$ cat src/rtl/dmem_arbiter.sv
// Data-RAM arbiter between the MEM stage and a debug read port.
// The CPU normally wins the RAM. The debug port is served in CPU-idle cycles.
// A bounded-wait guard forces a single CPU stall so the debug port cannot starve.
module dmem_arbiter #(
  parameter int AW       = 10,
  parameter int DW       = 32,
  parameter int MAX_WAIT = 8
) (
  input  logic          clk,
  input  logic          rst,
  input  logic          cpu_en,
  input  logic          cpu_we,
  input  logic [AW-1:0] cpu_addr,
  input  logic [DW-1:0] cpu_wdata,
  output logic [DW-1:0] cpu_rdata,
  output logic          cpu_stall,
  input  logic          dbg_req,
  input  logic [AW-1:0] dbg_addr,
  output logic [DW-1:0] dbg_rdata,
  output logic          dbg_ack,
  output logic          ram_we,
  output logic [AW-1:0] ram_addr,
  output logic [DW-1:0] ram_din,
  input  logic [DW-1:0] ram_dout,
  output logic [15:0]   stall_cnt
);

  typedef enum logic [1:0] {IDLE, FORCE, ACK} state_t;

  localparam logic [7:0] MAX_WAIT_C = 8'(MAX_WAIT);

  state_t     state, state_nxt;
  logic [7:0] wait_cnt, wait_nxt;
  logic       dbg_gnt, cpu_gnt;

  function automatic logic [15:0] sat_inc16(input logic [15:0] v);
    return (v == 16'hFFFF) ? v : v + 16'd1;
  endfunction

  // The CPU read data comes straight from the RAM, so reads add no latency.
  assign cpu_rdata = ram_dout;

  // Decide who owns the RAM this cycle, then steer the RAM port to that owner.
  always_comb begin
    dbg_gnt   = dbg_req & (((state == IDLE) & ~cpu_en) | (state == FORCE));
    cpu_gnt   = cpu_en & ~dbg_gnt;
    ram_addr  = dbg_gnt ? dbg_addr : cpu_addr;
    ram_din   = cpu_wdata;
    ram_we    = cpu_gnt & cpu_we & ~rst;
    cpu_stall = (state == FORCE) & cpu_en & dbg_req & ~rst;
  end

  // Next-state logic: count how long the debug port has been denied. Force a grant at the limit.
  always_comb begin
    state_nxt = state;
    wait_nxt  = wait_cnt;
    case (state)
      IDLE: begin
        if (!dbg_req) begin
          wait_nxt = '0;
        end else if (!cpu_en) begin
          state_nxt = ACK;
          wait_nxt  = '0;
        end else begin
          wait_nxt = wait_cnt + 8'd1;
          if (wait_cnt + 8'd1 == MAX_WAIT_C) state_nxt = FORCE;
        end
      end
      FORCE: begin
        // A withdrawn request just falls back to IDLE without a grant.
        wait_nxt  = '0;
        state_nxt = dbg_req ? ACK : IDLE;
      end
      ACK: begin
        // Never grant debug here, so a stalled CPU access always completes now.
        wait_nxt  = '0;
        state_nxt = IDLE;
      end
      default: begin
        wait_nxt  = '0;
        state_nxt = IDLE;
      end
    endcase
  end

  // State, debug read capture, ack pulse and the stall counter.
  always_ff @(posedge clk) begin
    if (rst) begin
      state     <= IDLE;
      wait_cnt  <= '0;
      dbg_ack   <= 1'b0;
      dbg_rdata <= '0;
      stall_cnt <= '0;
    end else begin
      state    <= state_nxt;
      wait_cnt <= wait_nxt;
      dbg_ack  <= dbg_gnt;
      if (dbg_gnt)   dbg_rdata <= ram_dout;
      if (cpu_stall) stall_cnt <= sat_inc16(stall_cnt);
    end
  end

endmodule
$ cat config.mk
export PLATFORM = sky130hd
export DESIGN_NAME = dmem_arbiter
export DESIGN_NICKNAME = d
export VERILOG_FILES = /design/src/rtl/dmem_arbiter.sv
export SDC_FILE = /design/constraint.sdc
export NUM_CORES = 1
export LEC_CHECK = 0
export ABC_CLOCK_PERIOD_IN_PS = 2800
export CAP_MARGIN = 10
export CORE_AREA = 4 4 81 83
export DETAILED_ROUTE_END_ITERATION = 10
export DIE_AREA = 0 0 85 87
export DONT_BUFFER_PORTS = 1
export PLACE_DENSITY = 0.66
export SETUP_SLACK_MARGIN = 0.02
export SLEW_MARGIN = 20
export SYNTH_ARGS = -nofsm -noshare
export SYNTH_HDL_FRONTEND = slang
export SYNTH_SLANG_ARGS = --single-unit
$ cat constraint.sdc
create_clock -name clk -period 2.8 [get_ports clk]
set_input_delay 0.42 -clock clk [delete_from_list [all_inputs] [get_ports clk]]
set_output_delay 0.42 -clock clk [all_outputs]
set_load 0.05 [all_outputs]
==> impl_summary.md <==
Min path
The hold-critical path depth is 1. The worst hold path begins at rst. The terminating pin of the worst hold path is stall_cnt[14]. The type of the tightest min-delay check is in2reg.

Clocking
The post-CTS repair timing setup buffer count is 0. After clock tree synthesis, the clock-pin slew on the worst setup and hold paths is approximately 0.070 ns. The TritonCTS clock tree is built. The root buffer cell chosen for the clock tree is sky130_fd_sc_hd__clkbuf_8. CTS built an H-tree with a depth of 3. For this design, the CTS-stage hold fixing added 0 buffers. The clock latency on the worst-skew pair is 0.33 ns.

The maximum clock insertion buffer count is 2. Post-CTS repair changed the size of 0 cells. The number of clock buffers inserted by TritonCTS is 9. The TritonCTS sink count is about 60.

Critical path
At the worst endpoint, the arrival time is between 1.5 and 2 ns. The sort of element at the end of the critical path is an output port. The setup slack of the most critical reg-to-reg path is approximately 0.6 ns. The worst setup path is launched from a register. The worst reg2reg path startpoint is stall_cnt[10]. Data on the critical path is required at its endpoint by approximately 2.4 ns. The number of cells traversed by the worst register-to-register path is 4.

The class of the most critical setup path is reg2out. The terminus of the critical flop-to-flop path is stall_cnt[13]. Along the worst path, the maximum fanout reaches 18.

Layout
In the final layout, the share of cells above drive strength 1 is 14.2%. After the last flow step, the layout net total stands at 433. The layout overhead on the synthesized area is -0.708%. The count of filler cells inserted in the layout is 579.

The repair_antennas step left the layout with diodes totalling 0.

Logic synthesis
The post-synthesis area per instance is 7.81 µm². The number of warnings issued by yosys is 0. After synthesis, the largest family of logic cells by area is simple AND/OR/NAND/NOR gates. Summing the areas of all compound-gate instances in the mapped netlist gives 10.6% of the synthesized area. The gate count of the mapped netlist is a little under 400. The netlist uses 38 different library cells. The multiplexer share of the synthesized area is just under 3%.

The number of nets in the synthesized netlist is roughly 480. The mapped netlist covers 3010 µm². Sequential cells were found to cover 39.3% of the synthesized design area. In this run, synthesis produced a sequential element count of 59. The synthesized netlist devotes between 2 and 2.5% of its cell area to XOR and XNOR gates.

The post-synthesis share of cell area spent on and, or, nand and nor gates is 25.2%. The fraction of the mapped netlist area in adder cells is 1.25%.

Route
The mean routed wirelength per cell is roughly 17 µm. The total vias in the final route is ~2,300. The remaining routing DRC violations is 0. The first detailed-routing pass took 4 iterations.

The detailed router finished its first iteration with 75 violations. The total routed wirelength is 7.09 mm. After detailed routing, the number of vias per cell comes to ~5.5.

The antenna violation net count after detailed routing is 0.

Timing
At the pin with the least slew margin, the transition time is between 0.7 and 0.8 ns. The count of endpoints failing setup in the final report is 0. For this run, the top clock speed supported by timing is ~420 MHz. The number of pins with negative max-slew slack in the final report is 0. The worst max-slew margin expressed relative to the limit is between 40% and 50%. The total count of hold-check failures in the final report came to 0. Counting I/O delays and the setup requirement, the final critical path takes 2.38 ns. The setup TNS after final layout is 0 ns. Clock skew on the completed layout was measured at around 0.015 ns. Setup repair after global routing left no endpoint under its margin. Dividing the final minimum period by the clock period gives between 80 and 90%. Setup slack on the critical path of the routed design comes to roughly 0.42 ns.

Die
The placeable core region is approximately 6000 µm². The cell row count is 28. The horizontal die dimension is between 80 and 90 µm. The die boundary height is 87 µm. The area of the die is around 7400 µm². For this design the top-level I/O count stands at about 210. For this configuration, the core starts out at a cell density of about half.

Flow run
Max-cap violations in this run came to 0.

GRT
The total overflow left after global routing is 0. The number of antenna violations at the first check in global routing is 0. Global routing used between 10% and 20% of the available tracks.

The number of global-route vias before repair is around 2,300. Entering global routing, the biggest net connects between 50 and 60 pins. The first global-routing pass estimated around 11 mm of wire.

Placed design
The number of buffers inserted by port buffering is 0. The placement-stage worst setup slack is around 0.63 ns. The global placer's final weighted congestion is 0.791. The wire-length estimate of the detail-placed layout is approximately 5.1 mm.

Power
The switching power share of the total is 25.9%. The leakage dissipation is 1.16 nW. The relative contribution of combinational cells to total power is about 6.9%.

The net switching power is around 0.52 mW. The proportion of power drawn by the clock network is 45.3%. The power per cell area is ~670 nW/µm². The internal power is around 1.5 mW. The peak ir drop on the vdd network is approximately 0.34 mV. The portion of total power attributed to sequential cells is 47.7%.

Run status
The run finished with clean final reports.
==> logic make-up after synthesis <==
family / count (synthesis)
xor gates and xnor gates: 7
AOI/OAI and AO/OA: 55
adders and majority gates: 3
buffers and inverters: 86
DFF: 59
muxes: 8
and+or+nand+nor: 167
==> per-layer routing <==
metal	share of wire, %	track usage [%]	routed length [µm]	up-vias
met4	2.3	8.63	160	0
li1	-	-	-	1134
met5	0	0	0	-
met1	37	20.6	2630	1062
met3	11	9.08	789	24
met2	49	33.8	3510	113
==> Yosys cell counts, drive strengths merged <==
master	instances	area [µm²]
inv	6	22.5
and4bb	1	12.5
nand3b	1	7.51
nor3b	1	7.51
or3	1	6.26
a211oi	3	22.5
xor2	5	43.8
buf	66	488
o41ai	4	35.0
mux2	6	67.6
or4	8	63.8
a41oi	1	8.76
and4	2	17.5
a21oi	40	200
nand3	9	45.0
and3b	1	8.76
nand2	104	390
and3	3	18.8
nand4	4	25.0
ha	3	37.5
nor3	5	25.0
dfxtp	59	1180
nor4	1	6.26
nand4bb	1	11.3
clkbuf	14	52.6
a31oi	2	12.5
nor2b	5	31.3
xnor2	2	17.5
or2	1	6.26
nand2b	1	6.26
mux2i	2	20.0
a21o	1	7.51
a21boi	1	7.51
o31ai	2	15.0
o311ai	1	8.76
nor2	18	67.6
==> worst max-delay path by stage <==
| stage | from | end | slack [ns] |
|---|---|---|---|
| final | state[0] | ram_addr[9] | 0.42 |
| after global routing | state[0] | ram_addr[1] | 0.21 |
| after CTS | state[0] | ram_addr[9] | 0.39 |
| after detailed placement | stall_cnt[10] | stall_cnt[13] | 0.63 |
| after global placement | stall_cnt[10] | stall_cnt[13] | 0.67 |
| after floorplan | stall_cnt[0] | stall_cnt[1] | 0.54 |
==> registers in the layout (all words and copies together) (netlist names) <==
name / count
dbg_rdata: 32
stall_cnt: 16
wait_cnt: 8
state: 2
dbg_ack: 1
==> power groups by stage <==
stage	clock (mW)	combinational [mW]	sequential, mW
after floorplan	0	0.362	0.968
final	0.906	0.138	0.954
after detailed placement	0	0.140	0.974
after global routing	0.979	0.154	0.956
after global placement	0	0.136	0.973
after CTS	0.931	0.140	0.954
==> stage by stage <==
stage               cell area, µm²  power, mW  util [%]  cells  hold WS [ns]
floorplan                     3010       1.33         -    385         0.452
global placement              2750       1.11      46.9    405         0.479
detailed placement            2750       1.11      46.9    405         0.489
CTS                           2980       2.03      51.0    421         0.136
global route                  2980       2.09      51.0    421         0.127
finish                        2980       2.00      51.0    421         0.164
==> layout by cell type (no fill, tap or decap), types with 4 or more instances in the layout <==
cell type,instances
sky130_fd_sc_hd__o41ai_1,4
sky130_fd_sc_hd__a21oi_1,40
sky130_fd_sc_hd__nand4_1,4
sky130_fd_sc_hd__mux2_2,6
sky130_fd_sc_hd__buf_4,25
sky130_fd_sc_hd__or4_1,7
sky130_fd_sc_hd__xor2_1,5
sky130_fd_sc_hd__nand3_1,9
sky130_fd_sc_hd__clkbuf_8,12
sky130_fd_sc_hd__dfxtp_1,59
sky130_fd_sc_hd__nor3_1,5
sky130_fd_sc_hd__nand2_1,104
sky130_fd_sc_hd__nor2b_1,5
sky130_fd_sc_hd__inv_1,6
sky130_fd_sc_hd__nor2_1,18
==> area by class of cell <==
class | count | area (µm²) | share of cell area, %
multi-input cells | 240 | 1260 | 42.3
clock inverters | 3 | 68.8 | 2.31
inverters | 6 | 22.5 | 0.755
repair buffers | 25 | 188 | 6.29
clock buffers | 13 | 169 | 5.66
flip-flops and latches | 59 | 1180 | 39.6
well taps | 75 | 93.8 | 3.14
==> critical path, stage by stage (launching register included) <==
cell,delay (ns)
sky130_fd_sc_hd__dfxtp_1,0.37
sky130_fd_sc_hd__nand2b_1,0.15
sky130_fd_sc_hd__and3b_1,0.68
sky130_fd_sc_hd__nand2_1,0.15
sky130_fd_sc_hd__nand2_1,0.09
sky130_fd_sc_hd__buf_4,0.19
No activity file was read; power rests on OpenSTA's default activity.
